`src/rtl/si5340_cfg_pkg.sv`:
```
// Shared types and constants for the Si5340 configuration sequencer.
// The byte-command struct mirrors what the downstream I2C byte engine consumes.
package si5340_cfg_pkg;

    typedef enum logic [3:0] {
        IDLE,
        FETCH,
        WAIT_ROM,
        PAGE_CHECK,
        SEND,
        WAIT_RSP,
        NEXT,
        DELAY,
        DONE,
        ERROR
    } cfg_state_t;

    localparam logic [7:0] SI5340_PAGE_REG     = 8'h01;
    localparam logic [6:0] SI5340_DEFAULT_ADDR = 7'h74;
    localparam logic [7:0] PAGE_INVALID        = 8'hFF;

    typedef struct packed {
        logic       start;
        logic       stop;
        logic [7:0] data;
    } byte_cmd_t;

    // Every transaction is three bytes: START on the first, STOP on the last.
    function automatic byte_cmd_t make_cmd(input logic [1:0] byte_idx, input logic [7:0] data);
        byte_cmd_t cmd;
        cmd.start = (byte_idx == 2'd0);
        cmd.stop  = (byte_idx == 2'd2);
        cmd.data  = data;
        return cmd;
    endfunction

endpackage

```
`src/rtl/si5340_cfg_sequencer_if.sv`:
```
// Byte-command / response channel between the config sequencer and the I2C byte engine.
interface si5340_cfg_sequencer_if;
    import si5340_cfg_pkg::*;

    logic       cmd_valid;
    logic       cmd_ready;
    logic [7:0] cmd_data;
    logic       cmd_start;
    logic       cmd_stop;
    logic       rsp_valid;
    logic       rsp_nack;

    modport master (
        output cmd_valid, cmd_data, cmd_start, cmd_stop,
        input  cmd_ready, rsp_valid, rsp_nack
    );

    modport slave (
        input  cmd_valid, cmd_data, cmd_start, cmd_stop,
        output cmd_ready, rsp_valid, rsp_nack
    );

endinterface

```
`src/rtl/si5340_cfg_sequencer_delay_timer.sv`:
```
// Loadable down-counter used for the post-preamble settling delay.
// expired is high whenever the count has reached zero.
module cfg_delay_timer
    import si5340_cfg_pkg::*;
#(
    parameter int WIDTH = 26
) (
    input  logic             clk_i,
    input  logic             arstn_i,
    input  logic             load,
    input  logic [WIDTH-1:0] load_value,
    output logic             expired
);

    logic [WIDTH-1:0] count;

    always_ff @(posedge clk_i or negedge arstn_i) begin
        if (!arstn_i) begin
            count <= '0;
        end else if (load) begin
            count <= load_value;
        end else if (count != '0) begin
            count <= count - 1'b1;
        end
    end

    assign expired = (count == '0);

endmodule

```
`src/rtl/si5340_cfg_sequencer.sv`:
```
// Walks the Si5340 config ROM and turns each word into framed I2C write transactions,
// inserting page writes, NACK retries and the post-preamble settling delay.
module si5340_cfg_sequencer
    import si5340_cfg_pkg::*;
#(
    parameter int         MEM_WIDTH      = 24,
    parameter int         WORD_NUMBER    = 326,
    parameter logic [6:0] SLAVE_ADDR     = SI5340_DEFAULT_ADDR,
    parameter int         PREAMBLE_WORDS = 3,
    parameter int         DELAY_CYCLES   = 37_500_000,
    parameter int         MAX_RETRY      = 3,
    localparam int        AW             = (WORD_NUMBER > 1) ? $clog2(WORD_NUMBER) : 1
) (
    input  logic                 clk_i,
    input  logic                 arstn_i,
    input  logic                 start_i,
    output logic                 busy_o,
    output logic                 done_o,
    output logic                 error_o,
    output logic [AW-1:0]        rd_addr_o,
    input  logic [MEM_WIDTH-1:0] rd_data_i,
    si5340_cfg_sequencer_if.master i2c
);

    localparam int            DW          = (DELAY_CYCLES > 0) ? $clog2(DELAY_CYCLES + 1) : 1;
    localparam int            RW          = (MAX_RETRY > 0) ? $clog2(MAX_RETRY + 1) : 1;
    localparam logic [AW-1:0] LAST_IDX    = AW'(WORD_NUMBER - 1);
    localparam logic [AW-1:0] PRE_IDX     = AW'((PREAMBLE_WORDS > 0) ? PREAMBLE_WORDS - 1 : 0);
    localparam logic          USE_DELAY   = (PREAMBLE_WORDS != 0) && (DELAY_CYCLES != 0);
    localparam logic [RW-1:0] RETRY_LIMIT = RW'(MAX_RETRY);
    localparam logic [DW-1:0] DELAY_LOAD  = DW'(DELAY_CYCLES);

    cfg_state_t    state, state_next;
    logic [AW-1:0] index, index_next;
    logic [7:0]    cur_page, cur_page_next;
    logic [23:0]   word, word_next;
    logic [1:0]    byte_idx, byte_next;
    logic          is_page, is_page_next;
    logic [RW-1:0] retry, retry_next;
    logic          done_r, done_next;
    logic          error_r, error_next;
    logic          timer_load;
    logic          timer_expired;
    logic          advance;
    logic [7:0]    byte_data;
    byte_cmd_t     cmd;

    cfg_delay_timer #(
        .WIDTH (DW)
    ) u_delay_timer (
        .clk_i      (clk_i),
        .arstn_i    (arstn_i),
        .load       (timer_load),
        .load_value (DELAY_LOAD),
        .expired    (timer_expired)
    );

    always_ff @(posedge clk_i or negedge arstn_i) begin
        if (!arstn_i) begin
            state    <= IDLE;
            index    <= '0;
            cur_page <= PAGE_INVALID;
            word     <= '0;
            byte_idx <= '0;
            is_page  <= 1'b0;
            retry    <= '0;
            done_r   <= 1'b0;
            error_r  <= 1'b0;
        end else begin
            state    <= state_next;
            index    <= index_next;
            cur_page <= cur_page_next;
            word     <= word_next;
            byte_idx <= byte_next;
            is_page  <= is_page_next;
            retry    <= retry_next;
            done_r   <= done_next;
            error_r  <= error_next;
        end
    end

    // DONE and ERROR are pass-through: the flag is latched and the FSM lands in IDLE
    // on the same edge, so busy_o drops together with the flag rising.
    always_comb begin
        state_next    = state;
        index_next    = index;
        cur_page_next = cur_page;
        word_next     = word;
        byte_next     = byte_idx;
        is_page_next  = is_page;
        retry_next    = retry;
        done_next     = done_r;
        error_next    = error_r;
        timer_load    = 1'b0;
        advance       = 1'b0;

        case (state)
            IDLE: begin
                if (start_i) begin
                    state_next    = FETCH;
                    index_next    = '0;
                    cur_page_next = PAGE_INVALID;
                    done_next     = 1'b0;
                    error_next    = 1'b0;
                end
            end
            FETCH:    state_next = WAIT_ROM;
            WAIT_ROM: state_next = PAGE_CHECK;
            PAGE_CHECK: begin
                word_next    = rd_data_i[23:0];
                is_page_next = (rd_data_i[23:16] != cur_page);
                byte_next    = 2'd0;
                retry_next   = '0;
                state_next   = SEND;
            end
            SEND: begin
                if (i2c.cmd_ready) begin
                    state_next = WAIT_RSP;
                end
            end
            WAIT_RSP: begin
                if (i2c.rsp_valid) begin
                    if (i2c.rsp_nack) begin
                        if (retry < RETRY_LIMIT) begin
                            retry_next = retry + 1'b1;
                            byte_next  = 2'd0;
                            state_next = SEND;
                        end else begin
                            state_next = ERROR;
                        end
                    end else if (byte_idx != 2'd2) begin
                        byte_next  = byte_idx + 2'd1;
                        state_next = SEND;
                    end else if (is_page) begin
                        // Page is only trusted once the device has acknowledged it.
                        cur_page_next = word[23:16];
                        is_page_next  = 1'b0;
                        byte_next     = 2'd0;
                        retry_next    = '0;
                        state_next    = SEND;
                    end else begin
                        state_next = NEXT;
                    end
                end
            end
            NEXT: begin
                if (USE_DELAY && (index == PRE_IDX)) begin
                    timer_load = 1'b1;
                    state_next = DELAY;
                end else begin
                    advance = 1'b1;
                end
            end
            DELAY: begin
                if (timer_expired) begin
                    advance = 1'b1;
                end
            end
            default: state_next = IDLE;
        endcase

        if (advance) begin
            if (index == LAST_IDX) begin
                state_next = DONE;
            end else begin
                index_next = index + 1'b1;
                state_next = FETCH;
            end
        end

        if (state_next == DONE) begin
            done_next  = 1'b1;
            state_next = IDLE;
        end
        if (state_next == ERROR) begin
            error_next = 1'b1;
            state_next = IDLE;
        end
    end

    always_comb begin
        byte_data = {SLAVE_ADDR, 1'b0};
        cmd       = '0;
        case (byte_idx)
            2'd1:    byte_data = is_page ? SI5340_PAGE_REG : word[15:8];
            2'd2:    byte_data = is_page ? word[23:16] : word[7:0];
            default: byte_data = {SLAVE_ADDR, 1'b0};
        endcase
        if (state == SEND) begin
            cmd = make_cmd(byte_idx, byte_data);
        end
    end

    assign busy_o        = (state != IDLE);
    assign done_o        = done_r;
    assign error_o       = error_r;
    assign rd_addr_o     = index;
    assign i2c.cmd_valid = (state == SEND);
    assign i2c.cmd_data  = cmd.data;
    assign i2c.cmd_start = cmd.start;
    assign i2c.cmd_stop  = cmd.stop;

endmodule

```
`src/flat_wrapper.sv`:
```
// flat-port wrapper written by rule: the top's interface ports become plain ports
module si5340_cfg_sequencer_flat import si5340_cfg_pkg::*;
#(
    parameter int         MEM_WIDTH      = 24,
    parameter int         WORD_NUMBER    = 326,
    parameter logic [6:0] SLAVE_ADDR     = SI5340_DEFAULT_ADDR,
    parameter int         PREAMBLE_WORDS = 3,
    parameter int         DELAY_CYCLES   = 37_500_000,
    parameter int         MAX_RETRY      = 3,
    localparam int        AW             = (WORD_NUMBER > 1) ? $clog2(WORD_NUMBER) : 1
)
  (clk_i, arstn_i, start_i, busy_o, done_o, error_o, rd_addr_o, rd_data_i, i2c_cmd_valid, i2c_cmd_data, i2c_cmd_start, i2c_cmd_stop, i2c_cmd_ready, i2c_rsp_valid, i2c_rsp_nack);
  si5340_cfg_sequencer_if i2c_i ();
  input  logic clk_i;
  input  logic arstn_i;
  input  logic start_i;
  output logic busy_o;
  output logic done_o;
  output logic error_o;
  output logic [AW-1:0] rd_addr_o;
  input  logic [MEM_WIDTH-1:0] rd_data_i;
  output wire logic [$bits(i2c_i.cmd_valid)-1:0] i2c_cmd_valid;
  output wire logic [$bits(i2c_i.cmd_data)-1:0] i2c_cmd_data;
  output wire logic [$bits(i2c_i.cmd_start)-1:0] i2c_cmd_start;
  output wire logic [$bits(i2c_i.cmd_stop)-1:0] i2c_cmd_stop;
  input wire logic [$bits(i2c_i.cmd_ready)-1:0] i2c_cmd_ready;
  input wire logic [$bits(i2c_i.rsp_valid)-1:0] i2c_rsp_valid;
  input wire logic [$bits(i2c_i.rsp_nack)-1:0] i2c_rsp_nack;
  assign i2c_cmd_valid = i2c_i.cmd_valid;
  assign i2c_cmd_data = i2c_i.cmd_data;
  assign i2c_cmd_start = i2c_i.cmd_start;
  assign i2c_cmd_stop = i2c_i.cmd_stop;
  assign i2c_i.cmd_ready = i2c_cmd_ready;
  assign i2c_i.rsp_valid = i2c_rsp_valid;
  assign i2c_i.rsp_nack = i2c_rsp_nack;
  si5340_cfg_sequencer #(.MEM_WIDTH(MEM_WIDTH), .WORD_NUMBER(WORD_NUMBER), .SLAVE_ADDR(SLAVE_ADDR), .PREAMBLE_WORDS(PREAMBLE_WORDS), .DELAY_CYCLES(DELAY_CYCLES), .MAX_RETRY(MAX_RETRY)) u_core (.clk_i(clk_i), .arstn_i(arstn_i), .start_i(start_i), .busy_o(busy_o), .done_o(done_o), .error_o(error_o), .rd_addr_o(rd_addr_o), .rd_data_i(rd_data_i), .i2c(i2c_i));
endmodule
```
`config.mk`:
```
export PLATFORM = sky130hd
export DESIGN_NAME = si5340_cfg_sequencer_flat
export DESIGN_NICKNAME = d
export VERILOG_FILES = /design/src/rtl/si5340_cfg_pkg.sv /design/src/rtl/si5340_cfg_sequencer_if.sv /design/src/rtl/si5340_cfg_sequencer_delay_timer.sv /design/src/rtl/si5340_cfg_sequencer.sv /design/src/flat_wrapper.sv
export SDC_FILE = /design/constraint.sdc
export NUM_CORES = 1
export LEC_CHECK = 0
export ABC_CLOCK_PERIOD_IN_PS = 2550
export CORE_ASPECT_RATIO = 1.2
export CORE_MARGIN = 1.5
export CORE_UTILIZATION = 64
export DETAILED_ROUTE_END_ITERATION = 12
export DONT_BUFFER_PORTS = 1
export HOLD_SLACK_MARGIN = 0.12
export PLACE_DENSITY_LB_ADDON = 0.2
export SYNTH_ARGS = -nofsm -noshare
export SYNTH_HDL_FRONTEND = slang
export SYNTH_HIERARCHICAL = 1
export SYNTH_SLANG_ARGS = --single-unit
```
`constraint.sdc`:
```
create_clock -name clk_i -period 2.55 [get_ports clk_i]
set_input_delay 0.51 -clock clk_i [delete_from_list [all_inputs] [get_ports clk_i]]
set_output_delay 0.51 -clock clk_i [all_outputs]
set_load 0.03 [all_outputs]
```
==> impl_results.md, run 1 <==
* Largest family of logic cells by synthesized area: simple AND/OR/NAND/NOR gates
* Setup tns final at 0 ns
* Final Cycle Share at 96.35%
* Clk pwr share at 29.2%
* Outcome: completed
* Pint at roughly 2400 µW
* Peak VDD IR at roughly 0.00044 V
* Synth top area share at 39.90%
* Starting Density at 67.27%
* Buf/Inv on CP at 3
* Logic pwr share at 22.0%
* Die Span Y at approximately 94 µm
* Final WL at 9.761 mm
* Cts bufs inserted at 9
* DRT Pass-1 Iters at 5
* CP dominant cell by count: inv_1
* Io pins at 53
* Yosys warnings at 6
* Post-synth top flop: dfrtp_1
* Post-synthesis mux area share at 11.46%
* Worst-Margin Slew at 0.5591 ns
* Tot Pwr at roughly 3500 µW
* Multi-input gate area at 2412 µm²
* Req. time, crit path at 2.81 ns
* RR Startpoint: u_core/u_delay_timer/count[0]$_DFFE_PN0P_
* Setup ws final at 0.09300 ns
* Cells after synthesis at between 400 and 500
* Vias in the first global route at between 3k and 4k
* Clock Skew at 0.008815 ns
* Largest net degree at the start of global routing at 79
* Hold Crit Class: input pin to register
* Startpoint Class: register
* CTS tree: yes
* Post-synth cell types at 61
* ANT nets after route at 0
* Seq pwr share at approximately half
* Setup WS pre-CTS at 0.08982 ns
* Synth Area in Simple Gates at 20.75%
* Core footprint at 6526 µm²
* RSZ-0062 raised after global routing: yes
* Pwr Density at 707.0 nW/µm²
* Max_slew headroom at a little over three fifths
* Final hold violations at 0
* RR Endpoint: u_core/rd_addr_o[0]$_DFF_PN0_
* Ant diodes at 0
* GRT Total Usage at 27.94%
* Syn Area/Cell at 10.23 µm²
* Synth Area in Compound Gates at approximately 11%
* P&R area growth vs syn at 13.96%
* FF+latch area at 1962 µm²
* Post-DP HPWL at 6.374 mm
* Max Slew Vio Count at 0
* Dominant cells by area after synthesis: dfrtp_1, mux2_2, nand2_1
* Top delay family on crit path: simple AND/OR/NAND/NOR gates
* Fin crit period at around 2.5 ns
* R2R Setup Slk at 0.09 ns
* Final Wtd Congestion at between 0.8 and 0.9
* Die span in x at 78.61 µm
* Critical Path Start: u_core/u_delay_timer/count[0]$_DFFE_PN0P_
* Critical path fanouts, max at 3
* Initial antenna violation count at 0
* WP depth at 10
* # rows at 32
* Register area share after synthesis at about 45%
* CTS H-tree lvls at 3
* Adder-Cell Fraction of Synth Area at 2.565%
* CP endpoint kind: register
* Yosys top cell by area: dfrtp_1
* Hold_sp: rd_data_i[10]
* Global-route wire length before repair at 15.96 mm
* Xor/xnor share of the synthesized area at 5.586%
* Number of flops mapped to enable cells by yosys at 0
* Final core occ at 76.67%
* Crit path largest cell delay at just under 0.5 ns
* DR vias/cell at 6.051
* Hold depth at 1
* PortBufs at 0
* FFs w/ async S/R, synth at 100.0%
* Crit path DAT at 2.71 ns
* Clk Latency, worst-skew pair at roughly 0.35 ns
* P_sw at ~1100 µW
* Overall die area at around 7400 µm²
* Vias at 3425
* Final setup vio count at 0
* Total grt overflow at 0
* DRC errors left at 0
* Synthesis-stage register bit count at a little under 80
* Switch share at 30.83%
* WS Path Type: register to register
* CP max-delay cell: or4b_1
* Share of layout cells above drive strength 1 at 22.87%
* 1st-iter DRT viols at 234
* Worst hold endpoint: u_core/word[10]$_DFFE_PN0P_
* Fill cells at 461
* Max clock buf depth at 2
* Synth Cell Area at 4390 µm²
* Max Cap Viol at 0
* Achievable Freq at 407.0 MHz
* CP cell instances: inv_1, ha_1, or4b_1, nor4_2, and3_1, inv_1, nor3_4, buf_4, o21ai_2, mux2i_1
* Root Buffer: clkbuf_8
* Routed wire length per instance at 17.25 µm
* Lkg Pwr at 0.002059 µW
* Worst-path clk slew at 0.09 ns
* Clock sink total at about 80
* Worst Reg-to-Reg Cells at 10
* Layout Nets at 515
## worst max-delay path by stage
stage / end / slack (ns)
4_1_cts: i2c_cmd_data[7] / 0.05
3_3_place_gp: u_core/u_delay_timer/count[14]$_DFFE_PN0P_ / 0.22
2_1_floorplan: u_core/rd_addr_o[4]$_DFF_PN0_ / 0.23
3_5_place_dp: u_core/rd_addr_o[1]$_DFF_PN0_ / 0.09
5_1_grt: u_core/rd_addr_o[0]$_DFF_PN0_ / -0.03
6_report: u_core/rd_addr_o[0]$_DFF_PN0_ / 0.09
## sequential cells by signal, summed over array words and instances, names as in the netlist
register / cells
u_core/u_delay_timer/count: 26
u_core/done_o: 1
u_core/word: 24
u_core/retry: 2
u_core/state: 4
u_core/byte_idx: 2
u_core/cur_page: 8
u_core/is_page: 1
u_core/error_o: 1
u_core/rd_addr_o: 9
## metal layers
layer | GRT usage, % | vias up | wire length (µm)
met4 | 11.61 | 0 | 142
met5 | 0 | - | 0
met3 | 4.660 | 14 | 415
met2 | 46.98 | 84 | 5079
met1 | 35.71 | 1713 | 4125
li1 | - | 1614 | -
## final cells by class
cell class                 count  area share, %
multi-input combinational    344          48.21
timing repair buffer          31          5.101
clock buffer                   9          2.476
sequential                    78          39.21
tap                           85          2.126
inverter                      12         0.9002
clock inverter                 7          1.975
## Yosys cell counts, drive strengths merged (8+ instances only)
| library cell | n |
|---|---|
| dfstp | 8 |
| nor2 | 19 |
| ha | 9 |
| o22a | 8 |
| nor3 | 15 |
| dfrtp | 70 |
| a21oi | 10 |
| mux2i | 12 |
| xnor2 | 22 |
| o21ai | 21 |
| nor4 | 10 |
| inv | 11 |
| nand2 | 57 |
| buf | 13 |
| mux2 | 34 |
## logic make-up (layout without fill, tap and decap cells)
group	after synthesis	in the layout
AO/OA/AOI/OAI	72	72
XOR/XNOR	28	28
adder cells (fa/ha/maj)	9	9
buffers and inverters	32	59
flip-flops	78	78
multiplexers	46	46
other	2	27
AND/OR/NAND/NOR	162	162
## repair_timing
item / CTS / global route
hold buffers: 2 / 0
resized for setup: 1 / 9
endpoints found under the setup margin: 2 / 33
buffers inserted: 0 / 2
pin swaps: 0 / 2
hold endpoints to repair: 78 / 0
## worst register-to-register path: cells and delay by family (launching register included)
| kind | cells | cell delay, ns |
|---|---|---|
| multiplexers | 1 | 0.24 |
| AO/OA/AOI/OAI | 1 | 0.09 |
| adder cells (fa/ha/maj) | 1 | 0.20 |
| AND/OR/NAND/NOR | 4 | 1.11 |
| flip-flops | 1 | 0.39 |
| buffers and inverters | 3 | 0.35 |
## power groups by stage
stage	registers [µW]	logic (µW)	clock network, µW
after floorplan	1640	636	0
after global placement	1720	704	0
after detailed placement	1740	727	0
after CTS	1720	771	1050
after global routing	1760	855	1100
final	1720	778	1030
## placed cells by master (no fill, tap or decap), types with 4 or more instances in the layout
master / instances
mux2i_1: 12
o211ai_1: 4
and3_1: 6
o22a_1: 8
o31ai_1: 7
buf_4: 29
mux2_2: 34
clkbuf_8: 9
o21ai_0: 17
nor2_1: 19
nand2_1: 57
dfstp_2: 8
a31oi_1: 6
inv_1: 11
a21oi_1: 9
dfrtp_1: 70
ha_1: 8
nand4_1: 7
nand3_1: 6
nor4_1: 6
xnor2_1: 22
or3_1: 6
nand2b_1: 4
conb_1: 27
a22oi_1: 4
nor3_1: 12
xor2_1: 6
nor2b_1: 6
## metrics by stage
stage	std cells	area (µm²)	hold WS (ns)
6_report	566	5004	0.3060
5_1_grt	566	5004	0.2885
4_1_cts	564	4949	0.2883
3_5_place_dp	546	4682	0.2159
3_3_place_gp	546	4682	0.2158
2_1_floorplan	454	4484	0.2144
(Power assumes the default switching activity.)
==> inputs of run 2 (changes only) <==
==> constraint.sdc (replaced) <==
create_clock -name clk_i -period 2.55 [get_ports clk_i]
set_input_delay 0.3825 -clock clk_i [delete_from_list [all_inputs] [get_ports clk_i]]
set_output_delay 0.3825 -clock clk_i [all_outputs]
set_load 0.03 [all_outputs]
==> run 2 against run 1 <==
Against the previous run: sequential cell count is the same; largest cell class unchanged; die area unchanged; total power rose by 2.1%; critical endpoint is now i2c_cmd_data[7]; via count down 3.0%; worst hold slack worse by 0.13 ns; first-iteration DRC count decreased by 18%; sequential share of layout area up 0.15 points; clock-buffer cell count unchanged; global-route usage decreased by 0.97 points.
==> impl_results.md, run 2 (same netlist as run 1, synthesis figures left out) <==
* 1st-iter DRT viols at approximately 190
* Final setup vio count at 0
* Cell Count, Final, Fillers Out at 564
* Most frequent cells in the layout: dfrtp_1, nand2_1, mux2_2
* GRT Total Usage at between 20% and 30%
* DRT Pass-1 Iters at 4
* Pint at 2541 µW
* Dpl cells at around 550
* Die Span Y at 93.73 µm
* Overall die area at 7368 µm²
* CTS H-tree lvls at 3
* Logic pwr share at between 20% and 30%
* Ant diodes at 0
* DRC errors left at 0
* Worst-path clk slew at roughly 0.080 ns
* Initial antenna violation count at 0
* Lkg Pwr at ~0.002 µW
* CTS tree: yes
* Total grt overflow at 0
* Fin crit period at 2.416 ns
* Core footprint at 6526 µm²
* P_sw at about 1100 µW
* Crit path DAT at 2.03 ns
* Clk pwr share at 31.2%
* Max reg flops at 26
* Routed wire length per instance at ~16 µm
* Achievable Freq at 413.9 MHz
* Outcome: completed
* Req. time, crit path at 2.17 ns
* Switch share at 29.68%
* Final Cycle Share at a little over nine tenths
* CP endpoint kind: primary output
* Die span in x at 78.61 µm
* Pwr Density at just over 700 nW/µm²
* Vias in the first global route at roughly 3.3k
* Largest net degree at the start of global routing at between 70 and 80
* Post-DP HPWL at 6.178 mm
* DR vias/cell at slightly below 6
* Startpoint Class: register
* Commonest non-fill, non-tap cell in the layout: dfrtp_1
* WS Path Type: register to primary output
* Final hold violations at 0
* Hold Crit Class: input pin to register
* # rows at 32
* Top reg by flops: u_core/u_delay_timer/count
* Clock Skew at 0.008780 ns
* Final Wtd Congestion at 0.8335
* P&R area growth vs syn at 13.54%
* Io pins at 53
* PortBufs at 0
* Cts bufs inserted at 9
* Max Cap Viol at 0
* Final core occ at about three quarters
* Max clock buf depth at 2
* Vias at 3323
* Clock sink total at 78
* Post-CTS Setup Bufs at 0
* Starting Density at 67.27%
* WHS at 0.1773 ns
* Final WL at 9.183 mm
* Max Slew Vio Count at 0
* Global-route wire length before repair at 15.43 mm
* Root Buffer: clkbuf_8
* ANT nets after route at 0
* Clk Latency, worst-skew pair at 0.35 ns
* Layout Nets at roughly 510
* Setup tns final at 0 ns
* Critical path fanouts, max at 7
* Share of layout cells above drive strength 1 at between 20% and 30%
* Seq pwr share at 47.5%
* Max_slew headroom at 61.82%
* Worst-Margin Slew at 0.5714 ns
* Peak VDD IR at 0.0005108 V
[run 2: cell count changes in the layout (fill, tap and decap cells not counted), sizes merged]
cell | previous run | this run
buf | 30 | 28
bufinv | 2 | 3
clkinv | 5 | 1
clkinvlp | 1 | 3
inv | 11 | 12
[run 2: layout make-up]
class                           instances  area (µm²)
Clock buffer                            9       123.9
Multi-Input combinational cell        344        2386
Clock inverter                          7       121.4
Tap cell                               85       106.4
Timing Repair Buffer                   29       240.2
Fill cell                             463        1541
Inverter                               12       45.04
Sequential cell                        78        1962
[run 2: power groups by stage]
stage                     sequential [µW]  combinational [µW]  clock, µW
after floorplan                      1640                 636          0
after global placement               1720                 705          0
after detailed placement             1730                 728          0
after CTS                            1710                 770       1150
after global routing                 1750                 853       1200
final                                1720                 766       1130
[run 2: layer usage]
layer	share of wire, %	global-route usage, %
met1	43	35.94
met2	50	43.39
met3	5.9	4.951
met4	1.3	11.31
met5	0	0
[run 2: worst paths after layout]
path / to / slack (ns) / depth (start not counted) / start
worst min register to register: u_core/retry[0]$_DFFE_PN0P_ / 0.49 / 1 / u_core/retry[0]$_DFFE_PN0P_
max in group asynchronous: u_core/cur_page[7]$_DFFE_PN1P_ / 1.65 / 2 / arstn_i
worst max-delay path: i2c_cmd_data[7] / 0.13 / 6 / u_core/byte_idx[1]$_DFFE_PN0P_
worst min-delay path: u_core/word[16]$_DFFE_PN0P_ / 0.18 / 1 / rd_data_i[16]
min in group asynchronous: u_core/word[0]$_DFFE_PN0P_ / 0.56 / 2 / arstn_i
worst max register to register: u_core/rd_addr_o[0]$_DFF_PN0_ / 0.16 / 9 / u_core/u_delay_timer/count[0]$_DFFE_PN0P_
[run 2: critical path, stage by stage, from the launching register on]
cell	delay, ns
dfrtp_1	0.39
inv_1	0.12
ha_1	0.18
nor2b_1	0.48
nand2_1	0.12
a31oi_1	0.20
buf_4	0.19
[run 2: what timing repair did]
item,in CTS,in global routing
hold buffers,2,0
setup endpoints to repair,0,17
endpoints found under the hold margin,78,0
resized for setup,0,4
[run 2: metrics by stage]
step	instance area [µm²]	power [µW]	setup slack (ns)
2_1_floorplan	4484	2279	0.2327
3_3_place_gp	4682	2421	0.2157
3_5_place_dp	4682	2460	0.1414
4_1_cts	4965	3630	0.1339
5_1_grt	4985	3804	-0.004419
6_report	4985	3614	0.1341
